--- src/rtl/sb_pkg.sv ---
// Shared types and helpers for the store buffer.
// Entry widths follow the default address/data widths below.
package sb_pkg;

  localparam int unsigned SB_DEPTH = 4;
  localparam int unsigned SB_AW    = 32;
  localparam int unsigned SB_DW    = 32;
  localparam int unsigned SB_PTR_W = $clog2(SB_DEPTH);
  localparam int unsigned SB_CNT_W = SB_PTR_W + 1;

  typedef struct packed {
    logic [SB_AW-1:0] addr;
    logic [SB_DW-1:0] data;
  } sb_entry_t;

  function automatic logic [SB_AW-3:0] word_idx(input logic [SB_AW-1:0] addr);
    return addr[SB_AW-1:2];
  endfunction

endpackage

--- src/rtl/sb_fwd_match.sv ---
// Load-forwarding lookup: finds the youngest occupied entry whose word matches ld_addr.
module sb_fwd_match
  import sb_pkg::*;
#(
  parameter int unsigned DEPTH = SB_DEPTH
) (
  input  sb_entry_t                  entries [DEPTH],
  input  logic [DEPTH-1:0]           occupied,
  input  logic [$clog2(DEPTH)-1:0]   tail,
  input  logic [SB_AW-1:0]           ld_addr,
  output logic                       ld_hit,
  output logic [SB_DW-1:0]           ld_data
);

  localparam int unsigned PtrW = $clog2(DEPTH);

  logic [PtrW-1:0] idx;

  // Walk backward from the youngest slot; the first occupied match wins.
  always_comb begin
    ld_hit  = 1'b0;
    ld_data = '0;
    idx     = '0;
    for (int unsigned k = 0; k < DEPTH; k++) begin
      idx = tail - PtrW'(k + 1);
      if (!ld_hit && occupied[idx] &&
          (word_idx(entries[idx].addr) == word_idx(ld_addr))) begin
        ld_hit  = 1'b1;
        ld_data = entries[idx].data;
      end
    end
  end

endmodule

--- src/rtl/store_buffer.sv ---
// Posted-write store buffer: in-order FIFO drain to memory with load forwarding.
// AW/DW must match the package entry widths.
module store_buffer
  import sb_pkg::*;
#(
  parameter int unsigned DEPTH = SB_DEPTH,
  parameter int unsigned AW    = SB_AW,
  parameter int unsigned DW    = SB_DW
) (
  input  logic                     clk,
  input  logic                     reset,
  input  logic                     st_valid,
  input  logic [AW-1:0]            st_addr,
  input  logic [DW-1:0]            st_data,
  output logic                     st_ready,
  input  logic [AW-1:0]            ld_addr,
  output logic                     ld_hit,
  output logic [DW-1:0]            ld_data,
  output logic                     mem_valid,
  output logic [AW-1:0]            mem_addr,
  output logic [DW-1:0]            mem_data,
  input  logic                     mem_ready,
  output logic                     empty,
  output logic [$clog2(DEPTH):0]   count
);

  localparam int unsigned PtrW = $clog2(DEPTH);
  localparam int unsigned CntW = PtrW + 1;

  logic [PtrW-1:0]  head_q, head_d, tail_q, tail_d;
  logic [CntW-1:0]  count_q, count_d;
  sb_entry_t        entries_q [DEPTH];
  logic [DEPTH-1:0] occupied;
  logic             push, pop;

  assign st_ready  = (count_q != CntW'(DEPTH));
  assign mem_valid = (count_q != '0);
  assign empty     = (count_q == '0);
  assign count     = count_q;
  assign mem_addr  = entries_q[head_q].addr;
  assign mem_data  = entries_q[head_q].data;
  assign push      = st_valid & st_ready;
  assign pop       = mem_valid & mem_ready;

  always_comb begin
    head_d  = head_q;
    tail_d  = tail_q;
    count_d = count_q;
    if (push) tail_d = tail_q + 1'b1;
    if (pop)  head_d = head_q + 1'b1;
    case ({push, pop})
      2'b10:   count_d = count_q + 1'b1;
      2'b01:   count_d = count_q - 1'b1;
      default: count_d = count_q;
    endcase
  end

  // A slot is live when its distance from head is below the occupancy count.
  always_comb begin
    occupied = '0;
    for (int unsigned i = 0; i < DEPTH; i++) begin
      occupied[i] = ({1'b0, PtrW'(i) - head_q} < count_q);
    end
  end

  always_ff @(posedge clk or negedge reset) begin
    if (!reset) begin
      head_q  <= '0;
      tail_q  <= '0;
      count_q <= '0;
    end else begin
      head_q  <= head_d;
      tail_q  <= tail_d;
      count_q <= count_d;
    end
  end

  always_ff @(posedge clk) begin
    if (push) entries_q[tail_q] <= '{addr: st_addr, data: st_data};
  end

  sb_fwd_match #(
    .DEPTH(DEPTH)
  ) u_fwd (
    .entries (entries_q),
    .occupied(occupied),
    .tail    (tail_q),
    .ld_addr (ld_addr),
    .ld_hit  (ld_hit),
    .ld_data (ld_data)
  );

endmodule

--- config.mk ---
export PLATFORM = sky130hd
export DESIGN_NAME = store_buffer
export DESIGN_NICKNAME = d
export VERILOG_FILES = /design/src/rtl/sb_pkg.sv /design/src/rtl/sb_fwd_match.sv /design/src/rtl/store_buffer.sv
export SDC_FILE = /design/constraint.sdc
export NUM_CORES = 1
export LEC_CHECK = 0
export CELL_PAD_IN_SITES_DETAIL_PLACEMENT = 2
export CELL_PAD_IN_SITES_GLOBAL_PLACEMENT = 2
export CORE_MARGIN = 1
export CORE_UTILIZATION = 43
export CTS_BUF_LIST = sky130_fd_sc_hd__clkbuf_4
export DETAILED_ROUTE_END_ITERATION = 12
export GPL_ROUTABILITY_DRIVEN = 0
export HOLD_SLACK_MARGIN = 0.1
export MAX_ROUTING_LAYER = met4
export PLACE_DENSITY_LB_ADDON = 0.1
export REMOVE_ABC_BUFFERS = 1
export SLEW_MARGIN = 30
export SYNTH_ARGS = -nofsm -noshare
export SYNTH_HDL_FRONTEND = slang
export SYNTH_HIERARCHICAL = 1
export SYNTH_SLANG_ARGS = --single-unit
--- constraint.sdc ---
create_clock -name clk -period 8.99 [get_ports clk]
set_input_delay 1.798 -clock clk [delete_from_list [all_inputs] [get_ports clk]]
set_output_delay 1.798 -clock clk [all_outputs]
set_load 0.03 [all_outputs]
Word-level counts from Yosys, hierarchy flattened:

Index checks and enable logic that the tools add are counted.

* output and inout port bits: 103
* register bits after elaboration: 263
* logic and storage cells: 99
* input port bits: 100

* bitwise gates (word level): 7
* reduce and logical (&&, ||, !) cells: 14
* add/sub/neg operators: 11
* equal/unequal tests: 7
* mux-type cells: 35
* magnitude comparators: 14

Operator list (count)
* 64-bit 2-to-1 mux: 11
* 64-bit binary-select mux with 2-bit select: 5
* 256-bit bitwise mux: 1
* 64-bit demux with 2-bit select: 1
* 32-bit 2-to-1 mux: 4
* 30-bit equality test: 4
* 3-bit greater-or-equal comparator, second input constant: 5
* 2-bit NOT with 3-bit output: 5
* 2-bit by 3-bit < comparator with 1-bit output: 4
* 2-bit by 3-bit < comparator with 1-bit output, second input constant: 4
* 1-bit binary-select mux with 2-bit select: 4
* 1-bit logical AND: 8
* 1-bit 2-to-1 mux: 8
* 3-bit case mux with 2 select lines: 1
* 2-bit by 1-bit adder with 2-bit output, second input constant: 2
* 1-bit by 2-bit subtractor with 2-bit output, first input constant: 2
* 2-bit subtractor, first input constant: 2
* 2-bit subtractor, second input constant: 2
* 3-bit by 1-bit adder with 3-bit output, second input constant: 1
* 1-bit zero test: 3
* 3-bit zero test: 1
* 3-bit by 1-bit < comparator with 1-bit output, second input constant: 1
* 3-bit inequality test, second input constant: 1
* 3-bit nonzero test: 1
* other kinds (6): 7

Depth between registers and ports, before layout:

Gate-level depths: netlist (run 1).

* depth after elaboration: 20
* gate-level depth with buffers: 17
* gate-level depth less buffers: 13

By module:

The synthesis (run 1) kept the hierarchy.

Modules (own cells, without submodules)
* store_buffer: cells each 392, instances 1, area an instance 9793.1 sq um
* sb_fwd_match: cells each 1131, instances 1, area an instance 8617.0 sq um

Worst setup path before layout (run 1):

OpenSTA, ideal clock, no wires.

* kind: input -> output
* start point: input ld_addr[13]
* end point: output ld_data[10]
* buffers on the path: 3
* setup slack: 2.648 ns
* arrival time: 4.544 ns
* stages: 10
* path through: clkbuf_1 a221o_1 a2111oi_0 o2111ai_1 or4_1 buf_2 buf_2 nor4_1 a211oi_2 o32ai_1

* longest elaborated chain between the ends: 15
* elaborated cells on any way between the ends: 21
* those cells by class: 4 x eq/ne; 7 x mux; 10 x reduce/logical

RTL lines
* from (decl): RTL line store_buffer.sv:16 `input logic [AW-1:0] ld_addr,`
* 30-bit equality test: RTL line sb_fwd_match.sv:27 `(word_idx(entries[idx].addr) == word_idx(ld_addr))) begin`
* 1-bit logical AND: RTL line sb_fwd_match.sv:26 `if (!ld_hit && occupied[idx] &&`
* 1-bit 2-to-1 mux: RTL line sb_fwd_match.sv:26
* 1-bit zero test: RTL line sb_fwd_match.sv:26
* 1-bit logical AND (2 in a row): RTL line sb_fwd_match.sv:26
* 1-bit 2-to-1 mux: RTL line sb_fwd_match.sv:26
* 1-bit zero test: RTL line sb_fwd_match.sv:26
* 1-bit logical AND (2 in a row): RTL line sb_fwd_match.sv:26
* 1-bit 2-to-1 mux: RTL line sb_fwd_match.sv:26
* 1-bit zero test: RTL line sb_fwd_match.sv:26
* 1-bit logical AND (2 in a row): RTL line sb_fwd_match.sv:26
* 32-bit 2-to-1 mux *: RTL line sb_fwd_match.sv:26
* to (decl): RTL line store_buffer.sv:18 `output logic [DW-1:0] ld_data,`

Mark *: on every way between the ends. The rest lies on a longest branch, timed or not.

Worst setup path in the final report (run 1):

* start point: input ld_addr[4]
* end point: output ld_data[29]

Same word-level chain as after synthesis.

==> results of run 1 <==
-- cell families after synthesis --
logic type / count (synthesis) / share of synthesized area [%]
compound gates: 289 / 11.9
xor+xnor: 117 / 5.57
fa+ha+maj: 10 / 0.720
buf+inv: 163 / 4.82
flops: 263 / 42.7
mux: 358 / 26.2
simple gates: 323 / 8.07
-- cell usage after synthesis, types with 3 or more instances --
cell,n,area (µm²)
a2111oi_0,33,289
a211oi_1,15,113
a211oi_2,30,375
a21oi_1,91,455
a222oi_1,3,30.0
a22oi_1,5,37.5
a2bb2oi_1,4,35.0
and3_2,4,30.0
buf_1,14,52.6
buf_2,34,170
buf_4,30,225
buf_6,16,180
clkbuf_1,56,210
dfrtp_1,7,175
edfxtp_1,256,7690
ha_1,9,113
inv_1,11,41.3
mux2_2,104,1170
mux2i_1,164,1640
mux4_2,88,1980
nand2_1,84,315
nand3_1,9,45.0
nand4_1,12,75.1
nor2_1,133,499
nor2b_1,10,62.6
nor3_1,6,30.0
nor4_1,44,275
o2111ai_1,7,61.3
o211ai_1,3,22.5
o21a_1,32,240
o21ai_0,8,40.0
o22ai_1,13,81.3
o32ai_1,33,289
or2_2,4,25.0
or3_1,3,18.8
or4_1,3,22.5
xnor2_1,65,569
xor2_1,52,455
-- routing by layer --
layer	global-route usage (%)	wire length [µm]	vias up
met3	6.69	3690	133
met2	50.6	32100	447
met5	-	0	-
met1	36.0	26100	7278
li1	-	-	6324
met4	12.8	2060	0
-- layout by cell type (no fill, tap or decap), drive strengths merged, types with 10 or more instances in the layout --
cell | Yosys | routed
edfxtp | 256 | 256
clkdlybuf4s50 | 0 | 200
mux2i | 165 | 165
nor2 | 133 | 133
mux2 | 105 | 105
clkbuf | 56 | 102
a21oi | 91 | 91
mux4 | 88 | 88
nand2 | 85 | 85
xnor2 | 65 | 65
xor2 | 52 | 52
nor4 | 45 | 45
a211oi | 45 | 45
a2111oi | 34 | 34
o32ai | 33 | 33
buf | 94 | 33
o21a | 32 | 32
clkinv | 1 | 16
diode | 0 | 13
o22ai | 13 | 13
inv | 12 | 13
nand4 | 12 | 12
nor2b | 10 | 10
-- worst max-delay path, cell delays in order --
cell and delay (ps):
clkdlybuf4s50_1 680, xor2_1 210, o32ai_1 220, and4_1 300, a2bb2o_1 260, buf_4 400, or3_2 210, buf_4 520
o311ai_4 230, buf_12 250, o32ai_1 520, clkdlybuf4s50_1 770
-- state kept, by name (all words and copies together), names as in the netlist --
name,cells
head_q,2
tail_q,2
entries_q,256
count,3
-- worst paths after layout --
kind / cells after the start / end / startpoint
max: 12 / ld_data[29] / ld_addr[4]
min: 2 / count[1] / count[1]
max reg2reg: 4 / entries_q[64] / tail_q[1]
min reg2reg: 2 / count[1] / count[1]
max in group asynchronous: 1 / tail_q[1] / reset
min in group asynchronous: 1 / head_q[1] / reset
-- layout make-up --
class                      instances  area (µm²)  share of cell area, %
multi-input combinational       1097        9700                   44.9
sequential                       263        7880                   36.5
timing repair buffer             233        2290                   10.6
clock buffer                     102         766                   3.55
tap                              539         674                   3.13
clock inverter                    21         188                  0.870
inverter                          13        53.8                  0.249
antenna                           13        32.5                  0.151
-- metrics by stage --
step / util [%] / cells / power, mW / instance area (µm²) / setup TNS (ps)
6_report: 51.3 / 2281 / 7.49 / 21600 / 0
4_1_cts: 51.2 / 2267 / 7.52 / 21500 / 0
2_1_floorplan: - / 1373 / 5.28 / 17600 / -163230
5_1_grt: 51.3 / 2281 / 7.87 / 21600 / 0
3_5_place_dp: 48.9 / 2144 / 6.27 / 20600 / 0
3_3_place_gp: 48.9 / 2144 / 6.11 / 20600 / 0
-- power groups by stage --
stage / registers [mW] / logic [mW] / clock network, mW
CTS: 1.99 / 4.31 / 1.22
floorplan: 2.18 / 3.10 / 0
global route: 2.00 / 4.61 / 1.27
finish: 1.96 / 4.35 / 1.18
global placement: 1.97 / 4.14 / 0
detailed placement: 2.01 / 4.26 / 0
==> flow_summary.json, run 1 <==
{
  "grt_pass1_wl_um": 97200,
  "p_sw_mw": 3.41,
  "ir_drop_v": 0.000229,
  "finalHoldViolations": 0,
  "setup_viol": 0,
  "grt_use_total_pct": 30.6,
  "hold_buffers": 0,
  "hp-class": "reg2reg",
  "path_class": "in2out",
  "period_minus_slack_ps": 8320,
  "fp.dieH_um": 209,
  "antenna_found_initial": 11,
  "worst_ep_required_time_ps": 7190,
  "ys_seq_area_share_pct": 42.7,
  "detail-route-antenna-nets": 0,
  "fin_crit_sh_pct": 92.5,
  "cts_setup_buffers": 0,
  "switching_share_pct": 45.5,
  "cts_tree": "done",
  "cp-start-kind": "input pin",
  "worst-path-max-fanout": 33,
  "ys_types": 63,
  "crit_arrival_ps": 6520,
  "via_per_inst": 6.22,
  "cp-end-kind": "output port",
  "cts.sinks": 263,
  "gr-total-overflow": 0,
  "layout_setup_ws_ps": 672,
  "area_delta_synth_final_pct": 17.2,
  "drt_wl_total_um": 63900,
  "wire_per_inst_um": 28.0,
  "outcome": "finished, final reports clean",
  "finClkSkew_ps": 52.7,
  "fmax_mhz": 120,
  "rows": 75,
  "dr_total_vias": 14182,
  "synth.ff_latch_count": 263,
  "initial_utilization_pct": 43.8,
  "async_flop_share_pct": 2.66,
  "synth_cells": 1523,
  "post_cts_resized": 0,
  "path_clk_slew_ps": 60,
  "pwr-share-comb_pct": 58.1,
  "holdWs_ps": 600,
  "synth_edf_count": 256,
  "seq_power_share_pct": 26.1,
  "power_frac_clock_pct": 15.8,
  "nNetsFinal": 1793,
  "nFillCells": 4132,
  "die_width_um": 209,
  "worst_pin_slew_ps": 942,
  "cellLeakagePower_nw": 7.36,
  "dp_hpwl_um": 42100,
  "maxSlewViolCount": 0,
  "grt_pass1_vias": 15963,
  "htreeDepth": 3,
  "dr.pass1.iters": 5,
  "cts-root-buf": "clkbuf_4",
  "cts_buffer_depth": 3,
  "num_io_pins": 203,
  "ys.flop_type": "edfxtp_1",
  "maxSlewHeadroom_pct": 37.2,
  "first_iter_violations": 854,
  "drc": 0,
  "ys.warnings.count": 6,
  "place_ws_ps": 872,
  "r2r_setup_slack_ps": 5560,
  "clk_latency_ps": 880,
  "rsz0062_at_grt": "false",
  "io_buffers": 200,
  "power_density_mw_per_mm2": 347,
  "layout-drive-gt1-share_pct": 22.4,
  "grt_max_degree": 72,
  "p_int_mw": 4.08,
  "die-area_mm2": 0.0436,
  "synth.cell_area_mm2": 0.0184,
  "cap_violations": 0,
  "core-area_mm2": 0.0420,
  "cts_buffers": 75,
  "avgSynthCellArea_um2": 12.1
}
No activity file was read; power rests on OpenSTA's default activity.
==> inputs of run 2 (changes only) <==
--- a/config.mk
+++ b/config.mk
@@ -5,6 +5,7 @@
 export SDC_FILE = /design/constraint.sdc
 export NUM_CORES = 1
 export LEC_CHECK = 0
+export ABC_CLOCK_PERIOD_IN_PS = 8990
 export CELL_PAD_IN_SITES_DETAIL_PLACEMENT = 2
 export CELL_PAD_IN_SITES_GLOBAL_PLACEMENT = 2
 export CORE_MARGIN = 1
==> results of run 2 <==
No change in the layout: final DEF, timing and power equal those of run 1.
